[src/rtl/othello_pkg.sv]
// othello_pkg: shared cell codes, opening modes and initializer states
package othello_pkg;
  localparam logic [1:0] EMPTY = 2'b00;
  localparam logic [1:0] BLACK = 2'b01;
  localparam logic [1:0] WHITE = 2'b10;
  localparam logic [1:0] WALL  = 2'b11;
  localparam logic [1:0] MODE_STD   = 2'b00;
  localparam logic [1:0] MODE_SWAP  = 2'b01;
  localparam logic [1:0] MODE_CLEAR = 2'b10;
  typedef enum logic [1:0] {S_IDLE, S_WRITE, S_VERIFY, S_DONE} state_t;
endpackage

[src/rtl/board_cell_encoder.sv]
// board_cell_encoder: maps a bordered-board (row, col) and opening mode to its cell code
module board_cell_encoder #(
  parameter int N = 8,
  parameter int RC_W = $clog2(N + 2)
) (
  input  logic [RC_W-1:0] r,
  input  logic [RC_W-1:0] c,
  input  logic [1:0]      mode,
  output logic [1:0]      code
);
  import othello_pkg::*;
  localparam logic [RC_W-1:0] EDGE = RC_W'(N + 1);
  localparam logic [RC_W-1:0] LO = RC_W'(N / 2);
  localparam logic [RC_W-1:0] HI = RC_W'(N / 2 + 1);
  logic wall, diag, anti, swap;
  assign wall = r == '0 || r == EDGE || c == '0 || c == EDGE;
  assign diag = (r == LO && c == LO) || (r == HI && c == HI);
  assign anti = (r == LO && c == HI) || (r == HI && c == LO);
  assign swap = mode == MODE_SWAP;
  assign code = wall ? WALL :
                mode == MODE_CLEAR ? EMPTY :
                diag ? (swap ? WHITE : BLACK) :
                anti ? (swap ? BLACK : WHITE) : EMPTY;
endmodule

[src/rtl/board_initializer.sv]
// board_initializer: writes the opening position into the board RAM and optionally reads it back to verify
module board_initializer #(
  parameter int N = 8,
  parameter int VERIFY = 1,
  parameter int RD_LAT = 1,
  localparam int SIDE = N + 2,
  localparam int CELLS = SIDE * SIDE,
  localparam int ADDR_W = $clog2(CELLS)
) (
  input  logic              clock,
  input  logic              reset,
  input  logic              start,
  input  logic [1:0]        mode,
  output logic              ready,
  output logic              done,
  output logic              error,
  output logic [ADDR_W-1:0] err_addr,
  output logic [ADDR_W-1:0] addr,
  output logic [1:0]        data,
  output logic              wren,
  output logic              rden,
  input  logic [1:0]        rdata
);
  import othello_pkg::*;
  localparam int RC_W = $clog2(SIDE);
  localparam int PW = 3 + ADDR_W;
  localparam logic [RC_W-1:0] EDGE = RC_W'(SIDE - 1);
  localparam logic [ADDR_W-1:0] LAST_ADDR = ADDR_W'(CELLS - 1);
  state_t state, state_nx;
  logic [RC_W-1:0] r, c, r_nx, c_nx, r_inc, c_inc;
  logic [ADDR_W-1:0] addr_nx, err_addr_nx, cmp_addr;
  logic [1:0] mode_q, mode_nx, code, cmp_code;
  logic wren_nx, rden_nx, done_nx, error_nx, last, cmp_v;
  logic [RD_LAT:0][PW-1:0] pipe;
  // one encoder serves both the write data and the expected-value pipeline
  board_cell_encoder #(.N(N), .RC_W(RC_W)) u_enc (
    .r(r_nx), .c(c_nx), .mode(mode_nx), .code(code)
  );
  assign last = r == EDGE && c == EDGE;
  assign c_inc = c == EDGE ? '0 : c + 1'b1;
  assign r_inc = c == EDGE ? r + 1'b1 : r;
  assign {cmp_v, cmp_code, cmp_addr} = pipe[RD_LAT];
  // next-state and next-output decode; every output is registered from these
  always_comb begin
    state_nx = state;
    r_nx = r;
    c_nx = c;
    addr_nx = addr;
    mode_nx = mode_q;
    wren_nx = 1'b0;
    rden_nx = 1'b0;
    done_nx = 1'b0;
    error_nx = error;
    err_addr_nx = err_addr;
    case (state)
      S_IDLE: if (start) begin
        state_nx = S_WRITE;
        mode_nx = mode;
        error_nx = 1'b0;
        err_addr_nx = '0;
        r_nx = '0;
        c_nx = '0;
        addr_nx = '0;
        wren_nx = 1'b1;
      end
      S_WRITE: if (!last) begin
        r_nx = r_inc;
        c_nx = c_inc;
        addr_nx = addr + 1'b1;
        wren_nx = 1'b1;
      end else if (VERIFY != 0) begin
        state_nx = S_VERIFY;
        r_nx = '0;
        c_nx = '0;
        addr_nx = '0;
        rden_nx = 1'b1;
      end else begin
        state_nx = S_DONE;
        done_nx = 1'b1;
      end
      S_VERIFY: begin
        if (rden && !last) begin
          r_nx = r_inc;
          c_nx = c_inc;
          addr_nx = addr + 1'b1;
          rden_nx = 1'b1;
        end
        if (cmp_v && cmp_code != rdata && !error) begin
          error_nx = 1'b1;
          err_addr_nx = cmp_addr;
        end
        if (cmp_v && cmp_addr == LAST_ADDR) begin
          state_nx = S_DONE;
          done_nx = 1'b1;
        end
      end
      default: state_nx = S_IDLE;
    endcase
  end
  // state register
  always_ff @(posedge clock or negedge reset)
    if (!reset) state <= S_IDLE;
    else state <= state_nx;
  // registered outputs, counters and the expected-code delay line matching RAM read latency
  always_ff @(posedge clock or negedge reset)
    if (!reset) begin
      r <= '0;
      c <= '0;
      addr <= '0;
      data <= EMPTY;
      mode_q <= MODE_STD;
      wren <= 1'b0;
      rden <= 1'b0;
      done <= 1'b0;
      ready <= 1'b1;
      error <= 1'b0;
      err_addr <= '0;
      pipe <= '0;
    end else begin
      r <= r_nx;
      c <= c_nx;
      addr <= addr_nx;
      data <= wren_nx ? code : EMPTY;
      mode_q <= mode_nx;
      wren <= wren_nx;
      rden <= rden_nx;
      done <= done_nx;
      ready <= state_nx == S_IDLE;
      error <= error_nx;
      err_addr <= err_addr_nx;
      pipe <= {pipe[RD_LAT-1:0], {rden_nx, code, addr_nx}};
    end
endmodule

[config.mk]
export PLATFORM = sky130hd
export DESIGN_NAME = board_initializer
export DESIGN_NICKNAME = d
export VERILOG_FILES = /design/src/rtl/othello_pkg.sv /design/src/rtl/board_cell_encoder.sv /design/src/rtl/board_initializer.sv
export SDC_FILE = /design/constraint.sdc
export NUM_CORES = 1
export LEC_CHECK = 0
export CORE_UTILIZATION = 35
export CTS_CLUSTER_SIZE = 28
export DETAILED_ROUTE_END_ITERATION = 8
export HOLD_SLACK_MARGIN = 0.02
export PLACE_DENSITY_LB_ADDON = 0.15
export SLEW_MARGIN = 20
export SYNTH_ARGS = -nofsm -noshare
export SYNTH_HDL_FRONTEND = slang
export SYNTH_SLANG_ARGS = --single-unit
[constraint.sdc]
create_clock -name clock -period 2.76 [get_ports clock]
set_clock_uncertainty 0.1 [all_clocks]
set_input_delay 0.414 -clock clock [delete_from_list [all_inputs] [get_ports clock]]
set_output_delay 0.414 -clock clock [all_outputs]
set_load 0.03 [all_outputs]
# [Word-level counts from Yosys, hierarchy flattened]
# Cells that the tools add are included.
[totals] register_bits=53 in_bits=7 output_inout_bits=21 wordCells=96
[classes] add_sub_neg=3 n_eq_ne=16 n_mux=41 n_reduce_logical=22
[op_table] operator="$mux 7" n=5
[op_table] operator="$mux 4" n=8
[op_table] operator="$mux 2" n=12
[op_table] operator="$pmux 4 s3" n=2
[op_table] operator="$pmux 7 s3" n=1
[op_table] operator="$eq 4x3->1 const B" n=4
[op_table] operator="$eq 4x4->1 const B" n=4
[op_table] operator="$pmux 7 s2" n=1
[op_table] operator="$logic_and 1x1->1" n=9
[op_table] operator="$add 4x1->4 const B" n=2
[op_table] operator="$logic_not 4->1" n=2
[op_table] operator="$mux 1" n=8
[op_table] operator="$add 7x1->7 const B" n=1
[op_table] operator="$eq 7x7->1 const B" n=1
[op_table] operator="$pmux 1 s2" n=3
[op_table] operator="$pmux 2 s3" n=1
[op_table] operator="$logic_or 1x1->1" n=5
[op_table] operator="$eq 2x1->1 const B" n=2
[op_table] operator="$eq 2x2->1 const B" n=2
[op_table] operator="$logic_not 2->1" n=2
[op_table] operator="$ne 2x2->1 const B" n=2
[op_table] operator="$reduce_and 3->1" n=1
[op_table] operator="$logic_not 1->1" n=2
[op_table] operator="$ne 2x2->1" n=1
[op_table] operator="$reduce_bool 2->1" n=1

# [Longest topological paths before layout]
# Gate-level depths: netlist (run 1).
[depth] word_depth=14 ltp_mapped=11 depth_no_buf=9

# [Cells and area by module]
# Synthesis (run 1) repeated with hierarchy kept, for this count alone.
[unflattened] hier_cells=230 area_unflattened_um2=2364.8
[by_module_without_submodules] module="board_initializer" n_inst=1 cells_each=215 area_each_um2=2230.9 seq_area_each_um2=1127.3
[by_module_without_submodules] module="board_cell_encoder" n_inst=1 cells_each=15 area_each_um2=133.9 seq_area_each_um2=0.0

# [Worst setup path after synthesis (run 1)]
# No wires, ideal clock.
[synth_timing] path_kind="flip-flop to flip-flop" start="register c[0]" end="register pipe[8] (netlist name)" setup_time_ps=104 arrival_ps=2269 required_ps=2556 path_slack_ps=287 stages_incl_launch_ff=10 path_buffers=1 synth_period_minus_slack_ps=2473 cell_sequence="dfrtp_1 ha_1 and3b_1 buf_6 or3_1 nor2_1 a21oi_2 xnor3_1 o22a_1 o41ai_2"
[synth_via] elab_chain_len=13 elab_cells_between_ends=35 cone_classes="add/sub: 1; eq/ne: 7; mux: 13; reduce/logical: 14"
[synth_rtl] element="from (decl)" line_no="board_initializer.sv:30" text="logic [RC_W-1:0] r, c, r_nx, c_nx, r_inc, c_inc;"
[synth_rtl] element="from (signal assigned)" line_no="board_initializer.sv:121" text="c <= c_nx;"
[synth_rtl] element="branches (longest 12 deep; another with $add 4x1->4)"
[synth_rtl] element="$mux 2 *" line_no="board_cell_encoder.sv:20" text="assign code = wall ? WALL :"
[synth_rtl] element="named net code[1]" line_no="board_initializer.sv:32" text="logic [1:0] mode_q, mode_nx, code, cmp_code;"
[synth_rtl] element="to (signal assigned)" line_no="board_initializer.sv:131" text="pipe <= {pipe[RD_LAT-1:0], {rden_nx, code, addr_nx}};"
[synth_rtl] element="to (decl)" line_no="board_initializer.sv:34" text="logic [RD_LAT:0][PW-1:0] pipe;"
# Mark *: on every way through the listed nets, which the timed path passes.
# A chain may end at the register's enable or synchronous reset.

# [Worst setup path in the final report (run 1)]
[layout_timing] start="register c[1]" end="register pipe[8] (netlist name)"
# The elaborated chain is that of the path after synthesis.

==> results.yml, run 1 <==
clock_tree:
  postCtsHoldBufs: 0
  htree_levels: 2
  cts_resized: 0
  clk_latency_ns: 0.30
  clock_sinks: 45
  clkTransAtPathRegs_ns: 0.09
  cts-root-buf: "clkbuf_8"
  clock_path_buffers: 2
  post-cts-setup-buffer-count: 0
  cts_buffers: 5
  cts_tree: "built"
setup_path:
  rrSetupSlack_ns: 0.18
  cp.arrival_ns: 2.69
  r2r-start: "c[1]"
  path_class: "register to register"
  cp-end-kind: "register"
  crit_fanout: 6
  timing.rr.end: "pipe[8]"
  rr_worst_depth: 9
  startpoint_type: "register"
  crit_required_ns: 2.87
die:
  ios: 28
  core-area_mm2: 0.00635
  start_util_pct: 36.4
  dieArea_mm2: 0.00694
  die_w_um: 83.3
  die_h_um: 83.3
  rows: 29
logic_synthesis:
  synth_edf_count: 0
  ys_ff_latch: 45
  netlist_area_mm2: 0.00231
  syn_nets: 249
  yosysUniqueCellTypes: 48
  synth_flop_cell: "dfrtp_1"
  seq_area_frac_synth_pct: 48.8
  yosysWarningCount: 0
  async_reset_ff_share_pct: 100
  syn_inst: 232
  avgSynthCellArea_um2: 9.97
job:
  max_cap_violations: 0
placed_design:
  place_inst: 336
  post-dp-hpwl_um: 3460
  gp_congestion: 0.823
  io_buffers: 27
  placed_area_mm2: 0.00268
layout:
  layout_commonest_cell: "dfrtp_1"
  mostFrequentLayoutCells: "44 x dfrtp_1, 31 x nand2_1, 26 x clkdlybuf4s50_1, 21 x o21ai_0, 15 x buf_4"
  area_growth_pct: 20.6
  nets: 283
  final_cells: 344
  post-route-cell-area_mm2: 0.00279
  num_antenna_cells: 0
  drive_gt1_share_pct: 11.6
run_status:
  violations: "negative hold slack"
  status: "complete, but fails checks"
power_and_ir_drop:
  power.total_w: 0.00110
  p_leak_nw: 1.32
  irDropWorstVdd_mv: 0.193
  cellPowerDensity_mw_per_mm2: 394
sta:
  tightest_slew_ns: 0.571
  setup_violations: 0
  fmax_mhz: 388
  hold_violations: 4
  maxSlewViolCount: 0
  min_period_ns: 2.58
  relSlewSlack_pct: 61.4
  period_share_pct: 93.5
  holdWs_ns: -0.00895
detailed_routing:
  ant_nets: 0
  wl_um: 4730
  vias: 1724
  drc_errors: 0
  post_drt_via_cell_ratio: 5.01
  drtPass1Iterations: 4
  drt_iter0_markers: 53
  wl_per_cell_um: 13.8
global_route:
  grt_pass1_vias: 1707
  grt_max_degree: 46
  grt_usage_pct: 14.6
  grt_overflow: 0
  grt_pass1_wl_um: 8090
  antenna_found_initial: 0
worst_hold_path:
  hold_class: "input port to async pin"
[synthesized netlist by cell type, drive strengths merged (2+ instances only)]
cell type  instances  share of area, %
nand3              6               1.3
nor2              14               2.3
xor2               6               2.3
nor2b              2              0.54
buf               11               3.8
mux2i              3               1.8
nor3b              2              0.65
o31ai              2              0.65
nor3               5               1.1
nand3b             3              0.97
ha                10               5.4
a21oi             11               2.7
nand4              2              0.54
a31oi              2              0.54
o22ai              4               1.1
dfrtp             44                48
a22o               3               1.1
and3b              2              0.76
o41ai              2               1.1
o21ai             23               5.0
nand2b             4               1.1
and3               4               1.1
nand2             31               5.0
or3                3              0.81
clkbuf             3              0.49
inv               12               1.9
o22a               2              0.76
a211o              2              0.76
[worst max-delay path: stages (launching register included)]
cell and delay [ns]:
dfrtp_1 0.42, inv_1 0.09, ha_1 0.21, and3b_1 0.25
or3_1 0.38, nor2_1 0.20, a21oi_4 0.07, xnor3_1 0.36
o22a_1 0.22, o41ai_2 0.19
[final cells by class]
class / instances / area (um^2)
clock buffer: 5 / 68.8
clock inverter: 3 / 21.3
fill: 618 / 3560
inverter: 12 / 45.0
multi-input combinational: 161 / 1060
sequential: 45 / 1130
tap: 77 / 96.3
timing repair buffer: 41 / 373
[layer usage]
| metal | global-route usage, % | part of all wire (%) | up-vias |
|---|---|---|---|
| met5 | 0 | 0 | - |
| met4 | 4.70 | 1.4 | 0 |
| met3 | 2.78 | 2.5 | 6 |
| met2 | 24.2 | 48 | 21 |
| met1 | 19.2 | 48 | 822 |
| li1 | - | - | 875 |
[power by group]
part | switching (W) | leakage [nW] | total, W | internal (W)
logic | 0.0000140 | 0.747 | 0.0000218 | 0.00000779
clock network | 0.000238 | 0.0445 | 0.000418 | 0.000180
registers | 0 | 0.529 | 0.000659 | 0.000659
[worst max-delay path by stage]
| stage | slack, ns | start | depth (start not counted) | end |
|---|---|---|---|---|
| finish | 0.18 | c[1] | 9 | pipe[8] |
| global route | -0.02 | c[1] | 9 | pipe[7] |
| CTS | 0.09 | c[1] | 10 | data[1] |
| detailed placement | 0.12 | c[1] | 10 | data[1] |
| global placement | 0.11 | c[1] | 9 | pipe[8] |
| floorplan | 0.29 | c[0] | 9 | pipe[8] |
[metrics by stage]
step	setup TNS (ns)	worst slack (ns)	utilization, %
2_1_floorplan	0	0.287	-
3_3_place_gp	0	0.105	42.2
3_5_place_dp	0	0.124	42.2
4_1_cts	0	0.0947	43.6
5_1_grt	-0.0299	-0.0216	43.9
6_report	0	0.181	43.9
[cell families (layout without fill, tap and decap cells)]
family,after synthesis,after routing,share of synthesized area [%]
AND/OR/NAND/NOR,80,80,16.8
multiplexers,3,3,1.84
adder cells (fa/ha/maj),10,10,5.41
flip-flops,45,45,48.8
XOR/XNOR,8,8,3.63
buffers and inverters,26,61,6.22
AO/OA/AOI/OAI,60,60,17.4
Power figures use the tool's default switching activity.
==> inputs of run 2 (changes only) <==
- SLEW_MARGIN: 20 -> 40
==> run 2 against run 1 <==
- the run now ends clean
- first-iteration DRC count grew 3.8%
- total power about the same
- hold slack gained 0.28 ns
- setup slack improved by 0.036 ns
- combinational power is 6% higher
- core utilization rose by 0.079 points
- via count rose by 0.58%
- global-route usage fell by 0.10 points
- final cell count up 0.29%
- critical path depth stayed put
- die area stayed put
- critical endpoint is now pipe[7]
- highest routed layer unchanged
==> results.yml, run 2 (same netlist as run 1, synthesis figures left out) <==
run_status:
  status: "complete, no violations"
setup_path:
  timing.rr.end: "pipe[7]"
  path_cells: "inv_1 -> ha_1 -> and3b_1 -> a21oi_2 -> o21ai_2 -> buf_4 -> a22o_1 -> nand2b_1 -> o41ai_1"
  cpPeakStageDelay_ns: 0.42
  path_class: "register to register"
  cp-end-kind: "register"
  rrSetupSlack_ns: 0.22
  crit_required_ns: 2.84
  rr_worst_depth: 9
  startpoint_type: "register"
  cp.arrival_ns: 2.63
  slowest_stage: "dfrtp_1"
  crit_fanout: 6
  r2r-start: "c[1]"
clock_tree:
  cts_tree: "built"
  post-cts-setup-buffer-count: 0
  clkTransAtPathRegs_ns: 0.09
  clock_path_buffers: 2
  clk_latency_ns: 0.30
  cts_buffers: 5
  cts-root-buf: "clkbuf_8"
  htree_levels: 2
  clock_sinks: 45
sta:
  hold_violations: 0
  setup_violations: 0
  relSlewSlack_pct: 61.4
  fmax_mhz: 393
  period_share_pct: 92.1
  rsz0062_at_grt: "no"
  maxSlewViolCount: 0
  min_period_ns: 2.54
  tightest_slew_ns: 0.579
  tns_ns: 0
placed_design:
  io_buffers: 27
  post-dp-hpwl_um: 3470
  gp_congestion: 0.823
die:
  die_h_um: 83.3
  start_util_pct: 36.4
  die_w_um: 83.3
  rows: 29
  ios: 28
  dieArea_mm2: 0.00694
  core-area_mm2: 0.00635
layout:
  mostFrequentLayoutCells: "44 x dfrtp_1, 31 x nand2_1, 26 x clkdlybuf4s50_1, 21 x o21ai_0, 15 x buf_4"
  num_antenna_cells: 0
  layout_commonest_cell: "dfrtp_1"
  nets: 284
  drive_gt1_share_pct: 11.2
  area_growth_pct: 20.8
detailed_routing:
  drt_iter0_markers: 55
  wl_per_cell_um: 13.2
  vias: 1734
  ant_nets: 0
  wl_um: 4570
  drc_errors: 0
  post_drt_via_cell_ratio: 5.03
  drtPass1Iterations: 6
worst_hold_path:
  hold-path-endpoint: "cmp_code[0]"
  hold_depth: 0
  min-delay-start: "pipe[7]"
  hold_class: "register to register"
power_and_ir_drop:
  power.total_w: 0.00110
  p_leak_nw: 1.32
  cellPowerDensity_mw_per_mm2: 393
  irDropWorstVdd_mv: 0.205
global_route:
  grt_usage_pct: 14.5
  grt_max_degree: 46
  antenna_found_initial: 0
  grt_pass1_vias: 1693
  grt_pass1_wl_um: 8110
  grtUsageMet3_pct: 2.78
  grtUsageMet2_pct: 23.6
  grt_overflow: 0
  grt.busiest_layer: "met2"
  grt_util_met1_pct: 19.8
job:
  max_cap_violations: 0
==> run 2: what timing repair did <==
item | in CTS | in global routing
setup endpoints to repair | 0 | 4
resized for setup | 0 | 2
hold buffers | 1 | 0
endpoints found under the hold margin | 1 | 0
==> run 2: where the power goes <==
part	internal [W]	switching [W]	leakage, nW
Clock	0.000180	0.000236	0.0445
Sequential	0.000659	0	0.529
Combinational	0.00000873	0.0000145	0.748
Total	0.000847	0.000251	1.32
==> run 2: critical path: cells and delay by family, from the launching register on <==
family	cells	cell delay (ns)
AOI/OAI and AO/OA	4	1.02
adders and majority gates	1	0.21
buffers and inverters	2	0.25
DFF	1	0.42
and+or+nand+nor	2	0.44
==> run 2: routing by layer <==
layer / part of all wire (%) / wire length, um
met5: 0 / 0
met2: 47 / 2170
met1: 49 / 2240
met4: 0.88 / 40
met3: 2.8 / 130
==> run 2: layout make-up <==
cell class	count	area, um^2
fillers	627	3560
flip-flops and latches	45	1130
multi-input cells	161	1050
repair buffers	42	383
well taps	77	96.3
clock buffers	5	68.8
inverters	12	45.0
clock inverters	3	21.3
==> run 2: how the worst max path moves through the flow <==
stage | start | end | slack, ns
after floorplan | c[0] | pipe[8] | 0.29
after global placement | c[1] | pipe[8] | 0.11
after detailed placement | c[1] | pipe[8] | 0.13
after CTS | c[1] | pipe[8] | 0.11
after global routing | c[1] | data[1] | 0.003
final | c[1] | pipe[7] | 0.22
==> run 2: per-stage QoR <==
| stage | area (um^2) | worst slack (ns) | std cells | util (%) | hold WS [ns] |
|---|---|---|---|---|---|
| 2_1_floorplan | 2310 | 0.287 | 232 | - | 0.0184 |
| 3_3_place_gp | 2680 | 0.105 | 336 | 42.2 | 0.267 |
| 3_5_place_dp | 2680 | 0.129 | 336 | 42.2 | 0.263 |
| 4_1_cts | 2780 | 0.114 | 345 | 43.8 | 0.285 |
| 5_1_grt | 2790 | 0.00349 | 345 | 44.0 | 0.294 |
| 6_report | 2790 | 0.217 | 345 | 44.0 | 0.275 |
